[src/rtl/vga_pattern_sequencer_pkg.sv]
// Shared definitions for the VGA pattern sequencer: sequencer states, pattern
// encodings, visible-area limits and the default band position.
package vga_pattern_sequencer_pkg;

  typedef enum logic {
    ST_MANUAL,
    ST_AUTO
  } seq_state_e;

  typedef enum logic [2:0] {
    PAT_RED     = 3'd0,
    PAT_GREEN   = 3'd1,
    PAT_BLUE    = 3'd2,
    PAT_WHITE   = 3'd3,
    PAT_BARS    = 3'd4,
    PAT_SCROLL  = 3'd5
  } pattern_e;

  localparam logic [9:0] V_TOP        = 10'd34;
  localparam logic [9:0] V_BOT        = 10'd514;
  localparam logic [9:0] BAND_TOP_DEF = 10'd100;
  localparam logic [9:0] BAND_BOT_DEF = 10'd400;

  function automatic logic [2:0] next_pattern(input logic [2:0] cur, input logic [2:0] last);
    return (cur == last) ? 3'd0 : cur + 3'd1;
  endfunction

endpackage

[src/rtl/vga_pattern_sequencer_key_debounce.sv]
// Push-button conditioner: two-flop synchroniser followed by a stability counter.
// Emits a single-cycle pulse when the debounced level falls (key pressed).
module vga_pattern_sequencer_key_debounce #(
  parameter int DEBOUNCE_CYCLES = 500000
) (
  input  logic clk,
  input  logic reset,
  input  logic key_n,
  output logic key_press
);

  localparam int CW = (DEBOUNCE_CYCLES > 1) ? $clog2(DEBOUNCE_CYCLES) : 1;
  localparam logic [CW-1:0] CNT_LAST = CW'(DEBOUNCE_CYCLES - 1);

  logic          sync1;
  logic          sync2;
  logic          key_level;
  logic [CW-1:0] stable_cnt;

  // The level only follows the synchronised input after it has disagreed for
  // DEBOUNCE_CYCLES consecutive cycles; any bounce back restarts the count.
  always_ff @(posedge clk or negedge reset) begin
    if (!reset) begin
      sync1      <= 1'b1;
      sync2      <= 1'b1;
      key_level  <= 1'b1;
      stable_cnt <= '0;
      key_press  <= 1'b0;
    end else begin
      sync1     <= key_n;
      sync2     <= sync1;
      key_press <= 1'b0;
      if (sync2 == key_level) begin
        stable_cnt <= '0;
      end else if (stable_cnt == CNT_LAST) begin
        stable_cnt <= '0;
        key_level  <= sync2;
        key_press  <= ~sync2;
      end else begin
        stable_cnt <= stable_cnt + 1'b1;
      end
    end
  end

endmodule

[src/rtl/vga_pattern_sequencer.sv]
// Frame-synchronous pattern/band controller; all visible outputs change only in
// the cycle after a vys falling edge so the colour logic never tears mid-frame.
module vga_pattern_sequencer
  import vga_pattern_sequencer_pkg::*;
#(
  parameter int DEBOUNCE_CYCLES = 500000,
  parameter int NUM_PATTERNS    = 6,
  parameter int AUTO_FRAMES     = 120,
  parameter int BAND_H          = 300,
  parameter int SCROLL_STEP     = 2
) (
  input  logic       clk,
  input  logic       reset,
  input  logic       vys,
  input  logic       key_n,
  input  logic       auto_en,
  output logic [2:0] pattern_sel,
  output logic [9:0] band_top,
  output logic [9:0] band_bot,
  output logic       frame_tick
);

  localparam logic [2:0] LAST_PAT = 3'(NUM_PATTERNS - 1);
  localparam logic [9:0] TOP_MAX  = 10'(int'(V_BOT) - BAND_H);
  localparam logic [9:0] STEP     = 10'(SCROLL_STEP);
  localparam logic [9:0] BAND     = 10'(BAND_H);
  localparam int FCW = (AUTO_FRAMES > 1) ? $clog2(AUTO_FRAMES) : 1;
  localparam logic [FCW-1:0] FC_LAST = FCW'(AUTO_FRAMES - 1);

  logic           key_press;
  logic           vys_d;
  logic           pending;
  logic           scroll_down;
  logic           boundary;
  logic           advance;
  logic [2:0]     new_pat;
  logic [9:0]     top_next;
  logic           down_next;
  logic [FCW-1:0] frame_cnt;
  seq_state_e     state;

  vga_pattern_sequencer_key_debounce #(
    .DEBOUNCE_CYCLES(DEBOUNCE_CYCLES)
  ) u_key_debounce (
    .clk      (clk),
    .reset    (reset),
    .key_n    (key_n),
    .key_press(key_press)
  );

  // A press arriving in the boundary cycle itself still counts for that boundary.
  always_comb begin
    boundary  = vys_d & ~vys;
    advance   = pending | key_press | ((state == ST_AUTO) && (frame_cnt == FC_LAST));
    new_pat   = advance ? next_pattern(pattern_sel, LAST_PAT) : pattern_sel;
    top_next  = band_top;
    down_next = scroll_down;
    if (new_pat != LAST_PAT) begin
      top_next = BAND_TOP_DEF;
    end else if (advance) begin
      top_next  = V_TOP;
      down_next = 1'b1;
    end else if (scroll_down) begin
      if (band_top >= TOP_MAX - STEP) begin
        top_next  = TOP_MAX;
        down_next = 1'b0;
      end else begin
        top_next = band_top + STEP;
      end
    end else begin
      if (band_top <= V_TOP + STEP) begin
        top_next  = V_TOP;
        down_next = 1'b1;
      end else begin
        top_next = band_top - STEP;
      end
    end
  end

  // auto_en is only honoured at a boundary; the frame counter idles at 0 in MANUAL.
  always_ff @(posedge clk or negedge reset) begin
    if (!reset) begin
      vys_d       <= 1'b0;
      frame_tick  <= 1'b0;
      pending     <= 1'b0;
      state       <= ST_MANUAL;
      frame_cnt   <= '0;
      pattern_sel <= PAT_RED;
      band_top    <= BAND_TOP_DEF;
      band_bot    <= BAND_BOT_DEF;
      scroll_down <= 1'b1;
    end else begin
      vys_d      <= vys;
      frame_tick <= boundary;
      if (boundary) begin
        pending     <= 1'b0;
        pattern_sel <= new_pat;
        band_top    <= top_next;
        band_bot    <= top_next + BAND;
        scroll_down <= down_next;
        state       <= auto_en ? ST_AUTO : ST_MANUAL;
        if (advance || !auto_en || (state == ST_MANUAL)) begin
          frame_cnt <= '0;
        end else begin
          frame_cnt <= frame_cnt + 1'b1;
        end
      end else if (key_press) begin
        pending <= 1'b1;
      end
    end
  end

endmodule

[config.mk]
export PLATFORM = sky130hd
export DESIGN_NAME = vga_pattern_sequencer
export DESIGN_NICKNAME = d
export VERILOG_FILES = /design/src/rtl/vga_pattern_sequencer_pkg.sv /design/src/rtl/vga_pattern_sequencer_key_debounce.sv /design/src/rtl/vga_pattern_sequencer.sv
export SDC_FILE = /design/constraint.sdc
export NUM_CORES = 1
export LEC_CHECK = 0
export CAP_MARGIN = 20
export CORE_ASPECT_RATIO = 2
export CORE_UTILIZATION = 50
export CTS_BUF_LIST = sky130_fd_sc_hd__clkbuf_4 sky130_fd_sc_hd__clkbuf_8
export CTS_CLUSTER_SIZE = 24
export DETAILED_ROUTE_END_ITERATION = 10
export GPL_ROUTABILITY_DRIVEN = 0
export GPL_TIMING_DRIVEN = 0
export PLACE_DENSITY = 0.8
export SYNTH_ARGS = -nofsm -noshare
export SYNTH_HDL_FRONTEND = slang
export SYNTH_HIERARCHICAL = 1
export SYNTH_SLANG_ARGS = --single-unit
[constraint.sdc]
create_clock -name clk -period 2.8 [get_ports clk]
set_clock_uncertainty 0.1 [all_clocks]
set_input_delay 0.56 -clock clk [delete_from_list [all_inputs] [get_ports clk]]
set_output_delay 0.56 -clock clk [all_outputs]
set_load 0.02 [all_outputs]
==> results by group <==
Clocking
  – CTS tree: built
  – Clock sinks: 55
  – Clock Latency Late Sink: 0.32 ns
  – Reg clk slew, reported paths: 0.11 ns
  – CTS Buf Count: 5
  – Max H-tree Level: 2
  – Root Buffer: clkbuf_8
  – Clock Tree Buf Depth: 2

Drt
  – Vias: 2830
  – Routed Antenna Nets: 0
  – WL per Instance: between 15 and 20 µm
  – First DRT Iteration DRCs: 260
  – Via density: slightly above 6
  – Drt total wl: between 8000 and 9000 µm
  – DR pass1 iterations: 8
  – DRC Markers: 3

Worst setup path
  – CP cell instances: buf_6 -> or4_4 -> a211oi_4 -> nand2b_4 -> o211ai_4 -> buf_6 -> o31a_1 -> or4_1 -> nand3_1
  – Crit path required time: slightly below 3 ns
  – CP Buf/Inv Count: 2
  – Worst setup SP type: flop
  – Max Fanout on Critical Path: 7
  – CP arrival: a little under 3 ns
  – CP dominant cell by count: buf_6
  – Top delay family on crit path: simple AND/OR/NAND/NOR gates
  – Delay of the slowest critical-path stage: 0.50 ns
  – Crit Path Class: flop to flop
  – Critical path capture point type: flop
  – Slowest-stage cell, CP: or4_4

Power
  – Pwr Density: a little over 400 mW/mm²
  – Clock Power Share: 0.346
  – Switch share: 0.253
  – Comb pwr share: 0.122
  – Worst vdd ir: 0.334 mV
  – Pleak: 1.61 nW
  – Internal power: 1.21 mW
  – P_sw: between 0.4 and 0.5 mW
  – Flop pwr share: 0.532

Finish
  – Final core occ: 0.650
  – Layout cell share with drive strength beyond 1: 0.201
  – Finished Layout Cells: 456
  – Area delta synth->final: 25.0%
  – N_diodes: 0
  – Nets@finish: 402

STA
  – Worst slew pin tran: between 0.6 and 0.7 ns
  – Slew Viols, Final: 0
  – Period utilisation layout: 0.988
  – Slew headroom: 0.589
  – RSZ-0062 raised after global routing: true
  – Min Tclk post-route: roughly 2.8 ns
  – Final setup vio count: 0
  – Max Clk Rate: 0.361 GHz
  – Final Hold Vio Count: 0

Global routing
  – First-pass GRT wire length: 12600 µm
  – Met1 usage: 0.250
  – Met3 GRT Util: 0.0374
  – Initial antenna violation count: 0
  – Total gr overflow: 0
  – M2 GR Usage: 0.470
  – Vias in the first global route: 2664
  – Largest net degree at the start of global routing: 35
  – Global-route usage over all layers: 0.251
  – Busiest metal layer after global routing: met2

Outcome
  – Status: finished, violations left
  – Failing checks: DRC

Die
  – Std cell rows: 40
  – Initial core utilization: 0.520
  – Die Y: between 100 and 150 µm
  – Core box area: 0.00601 mm²
  – Die width: 57.9 µm
  – Die area: 0.00659 mm²
  – I/O pins: 29

Yosys
  – Top cells by area, synth: dfrtp_1 36%, dfstp_2 8.4%, xnor2_1 4.8%
  – Post-synth EDFFs: 0
  – Count of different cell masters after synthesis: 63
  – Synth Register Bits: 55
  – Mean Syn Cell Area: 9.19 µm²
  – Synth area leader: dfrtp_1
  – FFs w/ async S/R, synth: 1.00
  – Mapped cell area: 0.00312 mm²
  – Top-count cell post-synth: dfrtp_1
  – Post-synth top area share: 0.360
  – Post-synthesis cell count: 340
  – Sequential share of the synthesized area: 0.445
  – Most used flip-flop cell after synthesis: dfrtp_1
  – Yosys warning count: 6
  – Synth cell count leaders: 45 x dfrtp_1, 37 x nand2_1, 30 x nor2_1

Worst hold path
  – Worst hold path class: input pin to asynchronous set/reset pin

Flow run
  – Max_cap viols: 0

Placement
  – Post-DP HPWL: 5590 µm
  – Placed cell count: 431
  – Port bufs: 26
## repair_timing
item                                    CTS  global route
hold buffers                              0             0
gates cloned                              0             1
endpoints found under the setup margin    7             5
setup buffers                             4            13
pin swaps                                 6             7
gates resized for setup                  21            17
## placed cells by master (no fill, tap or decap), types with 3 or more instances in the layout
| cell | netlist | final |
|---|---|---|
| dfrtp_1 | 45 | 43 |
| nand2_1 | 37 | 37 |
| nor2_1 | 30 | 30 |
| clkdlybuf4s50_1 | 0 | 25 |
| o21ai_0 | 21 | 20 |
| buf_4 | 3 | 18 |
| xnor2_1 | 17 | 17 |
| nor3_1 | 16 | 15 |
| nand3_1 | 16 | 15 |
| a21oi_1 | 12 | 11 |
| nand4_1 | 11 | 11 |
| inv_1 | 11 | 10 |
| dfstp_2 | 10 | 10 |
| xor2_1 | 8 | 8 |
| clkbuf_8 | 0 | 7 |
| clkbuf_1 | 10 | 7 |
| o211ai_1 | 5 | 5 |
| nand2b_1 | 6 | 5 |
| nor4_1 | 5 | 4 |
| nor4b_1 | 4 | 4 |
| ha_1 | 5 | 4 |
| and3_1 | 4 | 3 |
| a21o_1 | 3 | 3 |
| o31a_1 | 3 | 3 |
## cells by family (layout without fill, tap and decap cells)
group	after synthesis	in the layout	share of synthesized area
compound gates	70	70	0.156
mux	5	5	0.0168
simple gates	151	152	0.253
buf+inv	28	79	0.0384
xor+xnor	25	25	0.0701
flops	55	55	0.445
fa+ha+maj	5	5	0.0200
other cells	1	2	0.00120
## cell type report
cell class              instances  area, µm²
plain buffers                  16       92.6
clock buffers                   6       82.6
clock inverters                 2       38.8
fillers                       482       2100
inverters                      11       41.3
multi-input cells             259       1760
flip-flops and latches         55       1390
well taps                      63       78.8
repair buffers                 44        419
## path summary, 6_finish.rpt
kind,startpoint,cells past startpoint,to,slack [ns]
max in group asynchronous,reset,2,u_key_debounce/key_level,1.87
min in group clk,u_key_debounce/sync1,0,u_key_debounce/sync2,0.26
min reg2reg,u_key_debounce/sync1,0,u_key_debounce/sync2,0.26
min,reset,1,band_top[3],0.11
max reg2reg,band_top[8],9,band_bot[7],0.03
max,band_top[8],9,band_bot[7],0.03
## flip-flops by register name, indices dropped and copies added, names as in the netlist, 3 cells and up
signal                     flops
frame_cnt                      7
band_top                       9
band_bot                       8
pattern_sel                    3
u_key_debounce/stable_cnt     19
## metal layers
| metal | wire [µm] | up-vias |
|---|---|---|
| met4 | 357 | 0 |
| met2 | 4520 | 109 |
| met5 | 0 | - |
| met1 | 2840 | 1373 |
| met3 | 300 | 26 |
| li1 | - | 1322 |
## per-stage QoR
stage	setup TNS (ns)	cell area (µm²)	power [mW]	setup WS, ns	hold WS [ns]
5_1_grt	-0.113	3910	1.68	-0.0583	0.127
2_1_floorplan	0	3130	0.967	0.0588	0.164
3_3_place_gp	-27.70	3470	1.05	-0.600	0.246
3_5_place_dp	-1.36	3480	1.06	-0.586	0.248
4_1_cts	-0.00698	3740	1.63	-0.00698	0.109
6_report	0	3910	1.62	0.0333	0.106
## power by group through the flow
stage	logic [mW]	clock network, mW	registers [mW]
floorplan	0.0755	0	0.892
global placement	0.173	0	0.874
detailed placement	0.179	0	0.876
CTS	0.188	0.579	0.861
global route	0.213	0.605	0.864
finish	0.197	0.560	0.861
(Power assumes the default switching activity.)
==> variant: new RTL, same settings <==
One comparison of `frame_cnt` changes from == to >=.
--- a/src/rtl/vga_pattern_sequencer.sv
+++ b/src/rtl/vga_pattern_sequencer.sv
@@ -51,7 +51,7 @@
   // A press arriving in the boundary cycle itself still counts for that boundary.
   always_comb begin
     boundary  = vys_d & ~vys;
-    advance   = pending | key_press | ((state == ST_AUTO) && (frame_cnt == FC_LAST));
+    advance   = pending | key_press | ((state == ST_AUTO) && (frame_cnt >= FC_LAST));
     new_pat   = advance ? next_pattern(pattern_sel, LAST_PAT) : pattern_sel;
     top_next  = band_top;
     down_next = scroll_down;
Formal check against the unedited RTL: no difference found for any inputs over 10 cycles, from zero or initial values and one cycle with reset low; that may be too few to reach the edited logic, so the function may still have changed.
==> variant against the unedited design <==
Die area is 2.8% higher. Wire length stayed put. Non-clock buffer count is 4 lower. Area after synthesis is 2.9% higher. Cell count is 4.6% higher. Synthesized cell count is 2.1% higher. Sequential cell count stayed put. Cell area is 1.8% lower. Power is 5.7% higher. Setup slack worse by 0.014 ns.
==> variant: results <==
export IMPL_h_tree_depth=2
export IMPL_place_hpwl_mm=5.870
export IMPL_grt_max_degree=43
export IMPL_seq_area_frac_synth_pct=43.21
export IMPL_yosysWarnings=6
export IMPL_synth_area_leaders="dfrtp_1 35%, dfstp_2 8.2%, nand2_1 5.7%, xnor2_1 4.9%, nor2_1 4.0%"
export IMPL_cts_root_buffer="clkbuf_8"
export IMPL_worst_pin_slew_ns=0.6655
export IMPL_nets=400
export IMPL_ir_drop_mv=0.4159
export IMPL_grt_pass1_vias=2789
export IMPL_pre_cts_ws_ns=-0.2858
export IMPL_status="finished clean"
export IMPL_antenna_found_initial=0
export IMPL_r2r_start="frame_cnt[0]"
export IMPL_n_antenna_cell=0
export IMPL_track_usage_pct=25.00
export IMPL_dp_cells=461
export IMPL_drive_above_1_share_pct=19.95
export IMPL_worstPathArrival_ns=2.92
export IMPL_cts_made_buffers=5
export IMPL_via_per_inst=5.943
export IMPL_syn_area_per_cell_um2=9.263
export IMPL_clkTransAtPathRegs_ns=0.10
export IMPL_routed_wl_mm=8.020
export IMPL_cp_max_fo=7
export IMPL_synthTopCellsByCount="49 x nand2_1, 45 x dfrtp_1, 34 x nor2_1"
export IMPL_portBuffers=26
export IMPL_grt_pass1_wl_mm=12.74
export IMPL_criticalPathCategory="flop to flop"
export IMPL_cts_buffer_depth=2
export IMPL_yosys_cell_types_count=68
export IMPL_post_drt_wl_per_cell_um=16.81
export IMPL_dr_pass1_iters=4
export IMPL_first_iter_violations=218
export IMPL_leakagePower_nw=1.529
export IMPL_synthFlopType="dfrtp_1"
export IMPL_rows=41
==> variant: changes by cell type after synthesis, moves of 4 or more <==
cell,unedited run,this run
clkbuf_1,10,4
buf_2,2,6
a21oi_1,12,6
nand3_1,16,21
nor2_1,30,34
o21ai_0,21,17
nand2b_1,6,2
nor3_1,16,11
nand2_1,37,49
buf_4,3,7
o211ai_1,5,0
==> variant: worst paths after layout <==
check | endpoint | slack, ns | depth (start not counted)
max | band_bot[8] | 0.02 | 10
min | u_key_debounce/stable_cnt[13] | 0.04 | 1
max reg2reg | band_bot[8] | 0.02 | 10
min reg2reg | u_key_debounce/sync2 | 0.26 | 0
max in group asynchronous | band_top[5] | 1.98 | 2
min in group clk | u_key_debounce/sync2 | 0.26 | 0
==> variant: per-stage QoR <==
stage          total power, mW  instance area [µm²]
2_1_floorplan            1.094                 3221
3_3_place_gp             1.200                 3588
3_5_place_dp             1.210                 3603
4_1_cts                  1.699                 3750
5_1_grt                  1.776                 3835
6_report                 1.710                 3835
==> variant: cell type report <==
type,count,area (µm²)
Clock buffer,8,103.9
Fill cell,566,2424
Buffer,20,128.9
Multi-Input combinational cell,264,1733
Inverter,8,30.03
Sequential cell,55,1391
Tap cell,86,107.6
Timing Repair Buffer,36,340.3
==> variant: cells by family after synthesis <==
logic type	Yosys count	synth area share [%]
AOI/OAI and AO/OA	65	15.49
xor gates and xnor gates	24	6.539
adders and majority gates	5	1.946
buffers and inverters	29	4.865
DFF	55	43.21
muxes	3	1.012
other	1	0.1167
and+or+nand+nor	165	26.82
==> variant: where the power goes <==
group,switching [mW],internal (mW)
clock,0.255,0.236
sequential,0.0430,0.839
combinational,0.196,0.140
==> variant: worst max-delay path, stage by stage, from the launching register on <==
cell	delay, ns
dfrtp_2	0.47
buf_4	0.17
a211oi_4	0.29
o31ai_4	0.17
nor2_1	0.36
nand2_1	0.15
ha_2	0.20
nand4b_1	0.24
a211oi_2	0.33
xnor2_1	0.17
o21ai_1	0.08
==> variant: metal layers <==
layer | global-route usage (%) | up-vias | routed length (µm)
li1 | - | 1324 | -
met2 | 46.97 | 98 | 4526
met3 | 3.487 | 38 | 251
met1 | 23.57 | 1375 | 2783
met4 | 17.94 | 0 | 459
met5 | 0 | - | 0
==> variant: timing repair <==
action / CTS / global route
buffers inserted: 3 / 5
endpoints found under the setup margin: 3 / 3
gates cloned: 0 / 1
pin swaps: 3 / 7
resized for setup: 4 / 11
hold endpoints to repair: 0 / 0
